[src/rtl/ara_eoc_ctrl.sv]
// End-of-computation controller: write-only register slave holding the tohost
// exit code and a software-controlled hardware cycle counter.
module ara_eoc_ctrl #(
  parameter int unsigned          AddrWidth = 64,
  parameter logic [AddrWidth-1:0] BaseAddr  = 64'hD000_0000
) (
  input  logic                 clk_i,
  input  logic                 rst_ni,
  input  logic                 aw_valid_i,
  output logic                 aw_ready_o,
  input  logic [AddrWidth-1:0] aw_addr_i,
  input  logic                 w_valid_i,
  output logic                 w_ready_o,
  input  logic [63:0]          w_data_i,
  input  logic [7:0]           w_strb_i,
  output logic                 b_valid_o,
  input  logic                 b_ready_i,
  output logic [1:0]           b_resp_o,
  output logic [63:0]          exit_o,
  output logic [63:0]          runtime_o,
  output logic                 counting_o
);

  typedef enum logic [1:0] {IDLE, HAVE_AW, HAVE_W, RESP} state_e;

  localparam logic [1:0] RespOkay   = 2'b00;
  localparam logic [1:0] RespSlverr = 2'b10;

  state_e               state_q, state_d;
  logic [AddrWidth-1:0] addr_q, addr_d;
  logic [63:0]          data_q, data_d;
  logic [7:0]           strb_q, strb_d;
  logic                 aw_ready_q, aw_ready_d;
  logic                 w_ready_q, w_ready_d;
  logic [1:0]           resp_q, resp_d;
  logic [63:0]          exit_q, exit_d;
  logic [63:0]          runtime_q, runtime_d;
  logic                 counting_q, counting_d;

  logic                 aw_fire, w_fire, commit;
  logic [AddrWidth-1:0] cm_addr;
  logic [63:0]          cm_data;
  logic [7:0]           cm_strb;
  logic                 hit, good;
  logic [1:0]           sel;
  logic                 unused_addr_bits;

  assign aw_fire = aw_valid_i & aw_ready_q;
  assign w_fire  = w_valid_i & w_ready_q;

  // The committing beat mixes whichever half was captured earlier with the live one.
  assign cm_addr = (state_q == HAVE_AW) ? addr_q : aw_addr_i;
  assign cm_data = (state_q == HAVE_W)  ? data_q : w_data_i;
  assign cm_strb = (state_q == HAVE_W)  ? strb_q : w_strb_i;

  assign hit  = (cm_addr[AddrWidth-1:5] == BaseAddr[AddrWidth-1:5]);
  assign sel  = cm_addr[4:3];
  assign good = hit && (sel != 2'd3) && (cm_strb == 8'hFF);
  assign unused_addr_bits = ^cm_addr[2:0];

  always_comb begin
    state_d = state_q;
    addr_d  = addr_q;
    data_d  = data_q;
    strb_d  = strb_q;
    commit  = 1'b0;
    unique case (state_q)
      IDLE: begin
        if (aw_fire && w_fire) begin
          state_d = RESP;
          commit  = 1'b1;
        end else if (aw_fire) begin
          state_d = HAVE_AW;
          addr_d  = aw_addr_i;
        end else if (w_fire) begin
          state_d = HAVE_W;
          data_d  = w_data_i;
          strb_d  = w_strb_i;
        end
      end
      HAVE_AW: begin
        if (w_fire) begin
          state_d = RESP;
          commit  = 1'b1;
        end
      end
      HAVE_W: begin
        if (aw_fire) begin
          state_d = RESP;
          commit  = 1'b1;
        end
      end
      RESP: begin
        if (b_ready_i) state_d = IDLE;
      end
      default: state_d = IDLE;
    endcase
  end

  // Ready flags are registered from the next state so that no input reaches an output.
  assign aw_ready_d = (state_d == IDLE) || (state_d == HAVE_W);
  assign w_ready_d  = (state_d == IDLE) || (state_d == HAVE_AW);

  always_comb begin
    exit_d     = exit_q;
    counting_d = counting_q;
    runtime_d  = runtime_q;
    resp_d     = resp_q;
    if (counting_q && (runtime_q != '1)) runtime_d = runtime_q + 64'd1;
    if (commit) begin
      resp_d = good ? RespOkay : RespSlverr;
      if (good) begin
        unique case (sel)
          2'd0: begin
            if (cm_data[0] && !exit_q[0]) begin
              exit_d     = cm_data;
              counting_d = 1'b0;
              runtime_d  = runtime_q;
            end
          end
          2'd1: begin
            runtime_d  = '0;
            counting_d = 1'b1;
          end
          2'd2: begin
            counting_d = 1'b0;
            runtime_d  = runtime_q;
          end
          default: ;
        endcase
      end
    end
  end

  always_ff @(posedge clk_i or negedge rst_ni) begin
    if (!rst_ni) begin
      state_q    <= IDLE;
      addr_q     <= '0;
      data_q     <= '0;
      strb_q     <= '0;
      aw_ready_q <= 1'b0;
      w_ready_q  <= 1'b0;
      resp_q     <= '0;
      exit_q     <= '0;
      runtime_q  <= '0;
      counting_q <= 1'b0;
    end else begin
      state_q    <= state_d;
      addr_q     <= addr_d;
      data_q     <= data_d;
      strb_q     <= strb_d;
      aw_ready_q <= aw_ready_d;
      w_ready_q  <= w_ready_d;
      resp_q     <= resp_d;
      exit_q     <= exit_d;
      runtime_q  <= runtime_d;
      counting_q <= counting_d;
    end
  end

  assign aw_ready_o = aw_ready_q;
  assign w_ready_o  = w_ready_q;
  assign b_valid_o  = (state_q == RESP);
  assign b_resp_o   = resp_q;
  assign exit_o     = exit_q;
  assign runtime_o  = runtime_q;
  assign counting_o = counting_q;

endmodule

[config.mk]
export PLATFORM = sky130hd
export DESIGN_NAME = ara_eoc_ctrl
export DESIGN_NICKNAME = d
export VERILOG_FILES = /design/src/rtl/ara_eoc_ctrl.sv
export SDC_FILE = /design/constraint.sdc
export NUM_CORES = 1
export LEC_CHECK = 0
export BUFFER_PORTS_ARGS = -buffer_cell sky130_fd_sc_hd__buf_2
export CORE_UTILIZATION = 49
export CTS_BUF_LIST = sky130_fd_sc_hd__clkbuf_16
export CTS_CLUSTER_SIZE = 12
export DETAILED_ROUTE_END_ITERATION = 8
export GPL_TIMING_DRIVEN = 0
export PLACE_DENSITY = 0.76
export SLEW_MARGIN = 20
export SYNTH_ARGS = -nofsm -noshare
export SYNTH_HDL_FRONTEND = slang
export SYNTH_SLANG_ARGS = --single-unit
[constraint.sdc]
create_clock -name clk_i -period 2.9 [get_ports clk_i]
set_clock_uncertainty 0.2 [all_clocks]
set_input_delay 0.145 -clock clk_i [delete_from_list [all_inputs] [get_ports clk_i]]
set_output_delay 0.145 -clock clk_i [all_outputs]
set_load 0.01 [all_outputs]
==> impl_metrics.toml, run 1 <==
[clock_network]
clk_pin_slew_worst_paths_ns = 0.06
numCtsBuffers = 29
cts_tree = "built"
cts_htree_levels = 1
cts_sinks = 267
max-clock-path-buffers = 3
insertion_delay_ns = 0.54
clock_tree.root_cell = "clkbuf_16"

[run]
max-cap-violations = 0

[yosys]
synth_top_area_share_pct = 54.96
synth_seq_cells = 267
ys_types = 53
yosysWarnings = 0
synth_area_leader_cell = "dfrtp_1"
netlist_area_mm2 = 0.01216
synthTopCellsByCount = "dfrtp_1 (267), mux2_2 (134), nand2_1 (121)"
synth_nets = 1196
synthTopCellsByArea = "dfrtp_1 (55%), mux2_2 (12%), mux2i_1 (5.8%)"
synthCells = 1054
synth_flop_cell = "dfrtp_1"
syn_avg_cell_area_um2 = 11.54
async_flop_share_pct = 100.0
synth_edf_count = 0
ys_seq_area_share_pct = 54.96
synth.most_common_cell = "dfrtp_1"

[die]
core_area_mm2 = 0.02432
die_x_um = 159.5
design.die.area_mm2 = 0.02545
num_io_pins = 275
die_h_um = 159.5
start_util_pct = 49.99
row_count = 57

[layout]
syn_to_final_growth_pct = 37.95
layout-drive-gt1-share_pct = 35.73
fin_area_mm2 = 0.01677
fin_util_pct = 68.97
finalNetCount = 1665
fin_cells = 1869

[timing]
postLayoutSetupSlackWorst_ns = 0.04260
max_freq_mhz = 350.0
timing.final.crit_share_pct = 98.53
worst_pin_slew_ns = 0.8160
fin_crit_ns = 2.857
whs_ns = -0.01275
final.setup.tns_ns = 0
setup_violations = 0
maxSlewViolCount = 0
hold_viol = 8
max_slew_margin_pct = 45.60

[routing]
drt-met1-wl_um = 14500
vias = 10820
met2_length_um = 18640
drc = 0
drt.antenna.violating_nets = 0
drt-pass1-iter-count = 5
wire_per_inst_um = 20.03
wl_um = 37440
top_layer = "met4"
wl_met3_um = 2714
vias_per_cell = 5.788
drt_iter0_drc = 898

[critical_path]
critPathMaxFanout = 10
timing.rr.end = "runtime_o[13]"
r2r_cells = 12
crit_arrival_ns = 3.12
criticalPathCategory = "register to register"
reg2reg_slack_ns = 0.04
cp-start-kind = "register"
cp-end-kind = "register"
rr_startpoint = "runtime_o[0]"
cp.required_ns = 3.17

[placement]
dp_cells = 1651
place_congestion = 0.8487
place_area_mm2 = 0.01399
post-place-ws_ns = -0.6489
dp_hpwl_um = 23340
io_buffers = 270

[global_routing]
antenna_found_initial = 3
grt_pass1_wl_um = 58770
grt-ovfl-total = 0
grt_pass1_vias = 11160
grt_util_all_layers_pct = 28.67
grt_max_degree = 100

[pwr]
finalPower_mw = 11.48
p_per_area_mw_per_mm2 = 684.6
irDropWorstVdd_mv = 0.5450
p_leak_nw = 7.941

[run_status]
status = "finished with violations"
violations = "negative hold slack"

[min_path]
hp-class = "input port to asynchronous set/reset pin"
-- logic make-up (layout without fill, tap and decap cells) --
group	count (synthesis)	after routing	synth area share, %
and+or+nand+nor	330	331	14.83
DFF	267	267	54.96
muxes	205	205	18.26
AOI/OAI and AO/OA	175	175	8.953
buffers and inverters	69	556	2.439
xor gates and xnor gates	6	6	0.4323
adders and majority gates	1	1	0.1029
other	1	4	0.03084
-- layer usage --
metal / GRT usage [%] / up-vias
li1: - / 4860
met1: 35.31 / 5353
met2: 48.55 / 472
met3: 5.731 / 132
met4: 13.24 / 0
met5: 0 / -
-- sequential cells by signal (all words and copies together) (netlist names) --
signal,flops
data_q,64
runtime_o,64
b_resp_o,1
w_ready_o,1
addr_q,61
counting_o,1
strb_q,8
state_q,2
exit_o,64
aw_ready_o,1
-- cell type report --
class	instances	area, µm²
plain buffers	57	346.6
clock inverters	21	151.4
flip-flops and latches	267	6685
multi-input cells	719	5384
inverters	10	37.54
well taps	324	405.4
diodes	3	7.507
repair buffers	439	3029
clock buffers	29	725.7
fillers	1707	7547
-- what timing repair did --
| action | in CTS | in global routing |
|---|---|---|
| gates resized for setup | 33 | 75 |
| pin swaps | 7 | 13 |
| setup buffers | 10 | 19 |
| setup endpoints to repair | 128 | 124 |
| gates cloned | 0 | 1 |
| hold buffers | 137 | 0 |
| hold endpoints to repair | 337 | 0 |
-- placed cells by master (no fill, tap or decap), drive strengths merged, types with 10 or more instances in the layout --
master	instances
nand4	28
o21ai	80
mux2i	71
dlygate4sd3	137
mux2	134
nor2	20
o211ai	25
or3	15
buf	333
inv	22
nand2	121
or4	36
and3	10
nand3	26
nor4	28
clkbuf	55
a21oi	36
dfrtp	267
o31ai	16
and4	12
-- critical path: stages (launching register included) --
cell and delay (ns):
dfrtp_2 0.39, ha_2 0.21, nand4_1 0.15, nor4_4 0.38, and4_1 0.27, buf_6 0.15, a41oi_4 0.12, buf_4 0.17
o21ai_4 0.10, buf_6 0.20, buf_4 0.20, o21ai_0 0.10, a21oi_1 0.13
-- power breakdown --
group          total, mW  internal (mW)  switching (mW)
registers           5.24           4.67           0.568
logic               2.78           1.56            1.21
clock network       3.47           1.98            1.49
total               11.5           8.21            3.28
-- worst max path at each step --
| stage | from | endpoint | slack (ns) |
|---|---|---|---|
| detailed placement | state_q[0] | runtime_o[14] | -0.65 |
| global route | state_q[0] | runtime_o[48] | -0.07 |
| floorplan | runtime_o[25] | runtime_o[61] | 0.17 |
| global placement | rst_ni | runtime_o[53] | -3.47 |
| finish | runtime_o[0] | runtime_o[13] | 0.04 |
| CTS | state_q[0] | runtime_o[27] | 0.0009 |
(Power assumes the default switching activity.)
==> run 2, diff against run 1 <==
--- a/config.mk
+++ b/config.mk
@@ -6,12 +6,14 @@
 export NUM_CORES = 1
 export LEC_CHECK = 0
 export BUFFER_PORTS_ARGS = -buffer_cell sky130_fd_sc_hd__buf_2
-export CORE_UTILIZATION = 49
+export CELL_PAD_IN_SITES_DETAIL_PLACEMENT = 0
+export CELL_PAD_IN_SITES_GLOBAL_PLACEMENT = 1
+export CORE_UTILIZATION = 38
 export CTS_BUF_LIST = sky130_fd_sc_hd__clkbuf_16
 export CTS_CLUSTER_SIZE = 12
 export DETAILED_ROUTE_END_ITERATION = 8
 export GPL_TIMING_DRIVEN = 0
-export PLACE_DENSITY = 0.76
+export PLACE_DENSITY_LB_ADDON = 0.1
 export SLEW_MARGIN = 20
 export SYNTH_ARGS = -nofsm -noshare
 export SYNTH_HDL_FRONTEND = slang
==> constraint.sdc (replaced) <==
create_clock -name clk_i -period 2.5 [get_ports clk_i]
set_clock_uncertainty 0.2 [all_clocks]
set_input_delay 0.125 -clock clk_i [delete_from_list [all_inputs] [get_ports clk_i]]
set_output_delay 0.125 -clock clk_i [all_outputs]
set_load 0.01 [all_outputs]
==> run 2 against run 1 <==
The run ends with negative setup slack left. Power up 24%. Sequential cell count did not move. First-iteration DRC count shrank 46%. Critical endpoint is now runtime_o[35].
==> impl_metrics.toml, run 2 (same netlist as run 1, synthesis figures left out) <==
[global_routing]
grt_pass1_vias = 11160
grt_pass1_wl_um = 61020
antenna_found_initial = 0
grt-ovfl-total = 0
grt_max_degree = 84
grt_util_all_layers_pct = 23.43

[pwr]
swShare_pct = 27.61
p_per_area_mw_per_mm2 = 746.6
power.switching_mw = 3.921
finalPower_mw = 14.20
irDropWorstVdd_mv = 0.5667
pwr-share-comb_pct = 24.4
seqPwrFrac_pct = 42.2
internal_power_mw = 10.28
pwr-share-clk_pct = 33.3
p_leak_nw = 8.896

[layout]
syn_to_final_growth_pct = 56.46
final_common_cell = "buf_2"
finalNetCount = 1749
antenna_cells = 0
nFillCells = 2663
most-common-layout-cells = "buf_2 (270), dfrtp_1 (256), dlygate4sd3_1 (139), mux2_2 (133), nand2_1 (97)"
layout-drive-gt1-share_pct = 47.06
fin_cells = 2032
fin_util_pct = 60.28
fin_area_mm2 = 0.01902

[run_status]
violations = "negative setup slack"
status = "finished with violations"

[placement]
place_area_mm2 = 0.01422
place_congestion = 0.8087
dp_cells = 1731
dp_hpwl_um = 24120
io_buffers = 270
post-place-ws_ns = -0.9557

[clock_network]
numCtsBuffers = 31
cts_htree_levels = 1
insertion_delay_ns = 0.57
clock_tree.root_cell = "clkbuf_16"
clk_pin_slew_worst_paths_ns = 0.06
max-clock-path-buffers = 3
cts_sinks = 267
cts_tree = "built"

[min_path]
hold_end = "exit_o[0]"
hp-class = "input port to register"
hold_depth = 6
worst_hold_startpoint = "aw_addr_i[19]"

[die]
start_util_pct = 38.53
num_io_pins = 275
core_area_mm2 = 0.03156
die_x_um = 180.9
design.die.area_mm2 = 0.03271
row_count = 65
die_h_um = 180.9

[critical_path]
reg2reg_slack_ns = -0.27
timing.rr.end = "runtime_o[35]"
critPathMaxFanout = 7
crit_arrival_ns = 3.03
cp-end-kind = "register"
criticalPathCategory = "register to register"
cp-start-kind = "register"
rr_startpoint = "runtime_o[51]"
cp.required_ns = 2.77
r2r_cells = 10

[timing]
timing.final.crit_share_pct = 110.6
hold_viol = 0
postLayoutSetupSlackWorst_ns = -0.2654
setup_violations = 127
max_slew_margin_pct = 45.89
grt_setup_unrepaired = "yes"
max_freq_mhz = 361.6
whs_ns = 0.1193
final.setup.tns_ns = -22.82
maxSlewViolCount = 0
fin_crit_ns = 2.765
worst_pin_slew_ns = 0.8116

[routing]
wire_per_inst_um = 18.86
drc = 0
drt_iter0_drc = 485
drt.antenna.violating_nets = 0
vias_per_cell = 5.249
vias = 10670
drt-pass1-iter-count = 5
wl_um = 38320

[run]
max-cap-violations = 0
==> run 2: cell count changes in the layout (fill, tap and decap cells not counted), sizes merged <==
cell,delta
buf,+61
bufinv,+4
clkbuf,+21
clkinv,+9
diode,-3
dlygate4sd3,+2
inv,-9
==> run 2: what timing repair did <==
action | CTS | global route
endpoints found under the setup margin | 128 | 199
cloned | 21 | 5
pin swaps | 97 | 41
setup buffers | 77 | 9
endpoints found under the hold margin | 411 | 0
gates resized for setup | 303 | 70
hold buffers | 139 | 0
==> run 2: how the worst max path moves through the flow <==
stage                        startpoint             to  slack [ns]  depth (start not counted)
final                     runtime_o[51]  runtime_o[35]       -0.27                         10
after global routing          addr_q[9]  runtime_o[41]       -0.41                         10
after CTS                    addr_q[20]  runtime_o[60]       -0.23                          9
after detailed placement     state_q[0]  runtime_o[35]       -0.96                          9
after global placement           rst_ni  runtime_o[35]       -4.73                          1
after floorplan           runtime_o[25]  runtime_o[24]       -0.06                         10
==> run 2: metal layers <==
| layer | wire, µm | vias to the layer above | part of all wire, % | GRT usage (%) |
|---|---|---|---|---|
| met5 | 0 | - | 0 | 0 |
| met4 | 1069 | 0 | 2.8 | 6.120 |
| met3 | 2384 | 66 | 6.2 | 5.523 |
| met2 | 18290 | 300 | 48 | 39.54 |
| met1 | 16580 | 5281 | 43 | 30.09 |
| li1 | - | 5019 | - | - |
==> run 2: cell type report <==
type / instances / area [µm²] / share of cell area (%)
clock buffers: 31 / 775.7 / 4.078
repair buffers: 523 / 4081 / 21.46
well taps: 402 / 503.0 / 2.644
plain buffers: 55 / 691.9 / 3.637
clock inverters: 25 / 281.5 / 1.480
multi-input cells: 719 / 5956 / 31.31
flip-flops and latches: 267 / 6695 / 35.20
inverters: 10 / 37.54 / 0.1973
==> run 2: power by group through the flow <==
stage	registers [mW]	clock network (mW)	logic, mW
final	6.00	4.74	3.47
after CTS	5.98	4.86	3.49
after detailed placement	6.01	0	2.79
after floorplan	5.87	0	2.13
after global placement	5.98	0	2.71
after global routing	6.12	5.04	3.78
==> run 2: critical path, stage by stage, from the launching register on <==
cell and delay [ns]:
dfrtp_1 0.45, nand4_1 0.21, nor3_1 0.48, and4_4 0.33, a41oi_4 0.18, buf_12 0.18, o211ai_4 0.11, buf_6 0.19
buf_8 0.12, xor2_1 0.14, nor2_1 0.05
==> run 3, diff against run 2 <==
--- a/config.mk
+++ b/config.mk
@@ -6,9 +6,9 @@
 export NUM_CORES = 1
 export LEC_CHECK = 0
 export BUFFER_PORTS_ARGS = -buffer_cell sky130_fd_sc_hd__buf_2
-export CELL_PAD_IN_SITES_DETAIL_PLACEMENT = 0
-export CELL_PAD_IN_SITES_GLOBAL_PLACEMENT = 1
-export CORE_UTILIZATION = 38
+export CELL_PAD_IN_SITES_DETAIL_PLACEMENT = 1
+export CELL_PAD_IN_SITES_GLOBAL_PLACEMENT = 2
+export CORE_UTILIZATION = 32
 export CTS_BUF_LIST = sky130_fd_sc_hd__clkbuf_16
 export CTS_CLUSTER_SIZE = 12
 export DETAILED_ROUTE_END_ITERATION = 8
==> run 3 against run 2 <==
The flow still finishes with violations (negative setup slack). Final cell count increased by 5.3%. Maximum frequency about the same. Critical path depth increased by 2. Critical endpoint is now runtime_o[28]. Highest routed layer unchanged.
==> impl_metrics.toml, run 3 (same netlist as run 1, synthesis figures left out) <==
[routing]
drt-pass1-iter-count = 7
drt_iter0_drc = 296
drt.antenna.violating_nets = 0
wl_um = 43190
drc = 0
vias_per_cell = 5.127
vias = 10970
wire_per_inst_um = 20.19

[timing]
timing.final.crit_share_pct = 110.6
postLayoutSetupSlackWorst_ns = -0.2641
setup_violations = 127
grt_setup_unrepaired = "yes"
max_freq_mhz = 361.8
max_slew_margin_pct = 45.11
maxSlewViolCount = 0
whs_ns = 0.1697
fin_crit_ns = 2.764
hold_viol = 0
worst_pin_slew_ns = 0.8234

[die]
num_io_pins = 275
row_count = 71
die_h_um = 196.9
design.die.area_mm2 = 0.03878
die_x_um = 196.9
start_util_pct = 32.43
core_area_mm2 = 0.03749

[critical_path]
critPathTopFamily = "simple AND/OR/NAND/NOR gates"
criticalPathCategory = "register to register"
crit_buf_inv = 4
crit_slowest_cell = "or4_1"
cp-start-kind = "register"
cp-end-kind = "register"
crit_arrival_ns = 3.03
cpPeakStageDelay_ns = 0.49
cpMostUsedCell = "buf_6"
critPathMaxFanout = 6
cp.required_ns = 2.77
worstPathCellList = "ha_4 > nand4_1 > nor4_4 > and4_1 > buf_6 > a41oi_4 > buf_12 > o21ai_4 > buf_6 > buf_4 > or4_1 > a21oi_2"

[pwr]
swShare_pct = 28.85
pwr-share-clk_pct = 32.5
finalPower_mw = 14.16
irDropWorstVdd_mv = 0.5390
power.switching_mw = 4.083
p_per_area_mw_per_mm2 = 741.9
pwr-share-comb_pct = 24.8
p_leak_nw = 8.858
seqPwrFrac_pct = 42.7
internal_power_mw = 10.07

[clock_network]
cts_htree_levels = 2
clock_tree.root_cell = "clkbuf_16"
cts_sinks = 267
insertion_delay_ns = 0.54
cts_tree = "built"
clk_pin_slew_worst_paths_ns = 0.06
numCtsBuffers = 35
max-clock-path-buffers = 3

[placement]
dp_hpwl_um = 27200
place_congestion = 0.7594
place_area_mm2 = 0.01435
post-place-ws_ns = -1.062
io_buffers = 270

[layout]
finalNetCount = 1744
fin_area_mm2 = 0.01908
nFillCells = 4041
layout-drive-gt1-share_pct = 46.81
most-common-layout-cells = "buf_2 (270), dfrtp_1 (253), dlygate4sd3_1 (139), mux2_2 (133), nand2_1 (89)"
syn_to_final_growth_pct = 56.93
final_common_cell = "buf_2"
antenna_cells = 0

[run_status]
status = "finished with violations"
violations = "negative setup slack"

[global_routing]
grt_pass1_wl_um = 68290
antenna_found_initial = 0
grt-ovfl-total = 0
grt_max_degree = 85
grt_util_all_layers_pct = 22.64
grt_pass1_vias = 11880

[min_path]
hp-class = "input port to register"

[run]
max-cap-violations = 0
run 3: final cells by class:
class,instances,area (µm²),share of cell area (%)
Sequential cell,267,6699,35.11
Multi-Input combinational cell,718,6032,31.62
Timing Repair Buffer,518,4068,21.32
Clock buffer,36,900.9,4.722
Tap cell,511,639.4,3.351
Buffer,52,571.8,2.997
Clock inverter,27,131.4,0.6886
Inverter,10,37.54,0.1967
run 3: metal layers:
layer	wire (µm)	GRT usage (%)
met1	18280	28.70
met2	21200	37.86
met3	2612	5.989
met4	1099	6.460
met5	0	0
run 3: worst paths after layout:
kind / cells after the start / endpoint / from / slack, ns
max in group asynchronous: 5 / data_q[37] / rst_ni / 0.83
hold reg to reg: 2 / exit_o[6] / exit_o[6] / 0.28
min in group asynchronous: 4 / addr_q[11] / rst_ni / 0.54
hold / removal: 3 / data_q[14] / w_data_i[14] / 0.17
setup reg to reg: 12 / runtime_o[28] / runtime_o[0] / -0.26
setup / recovery: 12 / runtime_o[28] / runtime_o[0] / -0.26
run 3: power groups by stage:
stage | Combinational (mW) | Sequential [mW] | Clock [mW]
after global routing | 3.83 | 6.19 | 4.91
after global placement | 2.75 | 5.99 | 0
after detailed placement | 2.84 | 6.03 | 0
after floorplan | 2.13 | 5.87 | 0
after CTS | 3.48 | 6.00 | 4.75
final | 3.51 | 6.04 | 4.60
run 3: worst reg2reg max path, cell delays in order (launching register included):
cell	delay (ns)
dfrtp_2	0.44
ha_4	0.18
nand4_1	0.14
nor4_4	0.07
and4_1	0.21
buf_6	0.14
a41oi_4	0.15
buf_12	0.16
o21ai_4	0.09
buf_6	0.14
buf_4	0.13
or4_1	0.49
a21oi_2	0.15
run 3: metrics by stage:
step                      util, %  cells  TNS (ns)
final                       50.89   2139    -18.08
after global routing        50.89   2139    -32.30
after CTS                   49.64   2138    -16.56
after detailed placement    38.29   1839   -116.53
after global placement      38.02   1835  -1304.97
after floorplan                 -   1054   -0.3295
run 3: repair_timing:
| item | CTS | global route |
|---|---|---|
| pin swaps | 60 | 76 |
| endpoints found under the setup margin | 146 | 129 |
| gates resized for setup | 222 | 152 |
| endpoints found under the hold margin | 403 | 0 |
| buffers inserted | 84 | 5 |
| cloned | 15 | 2 |
| hold buffers | 140 | 0 |
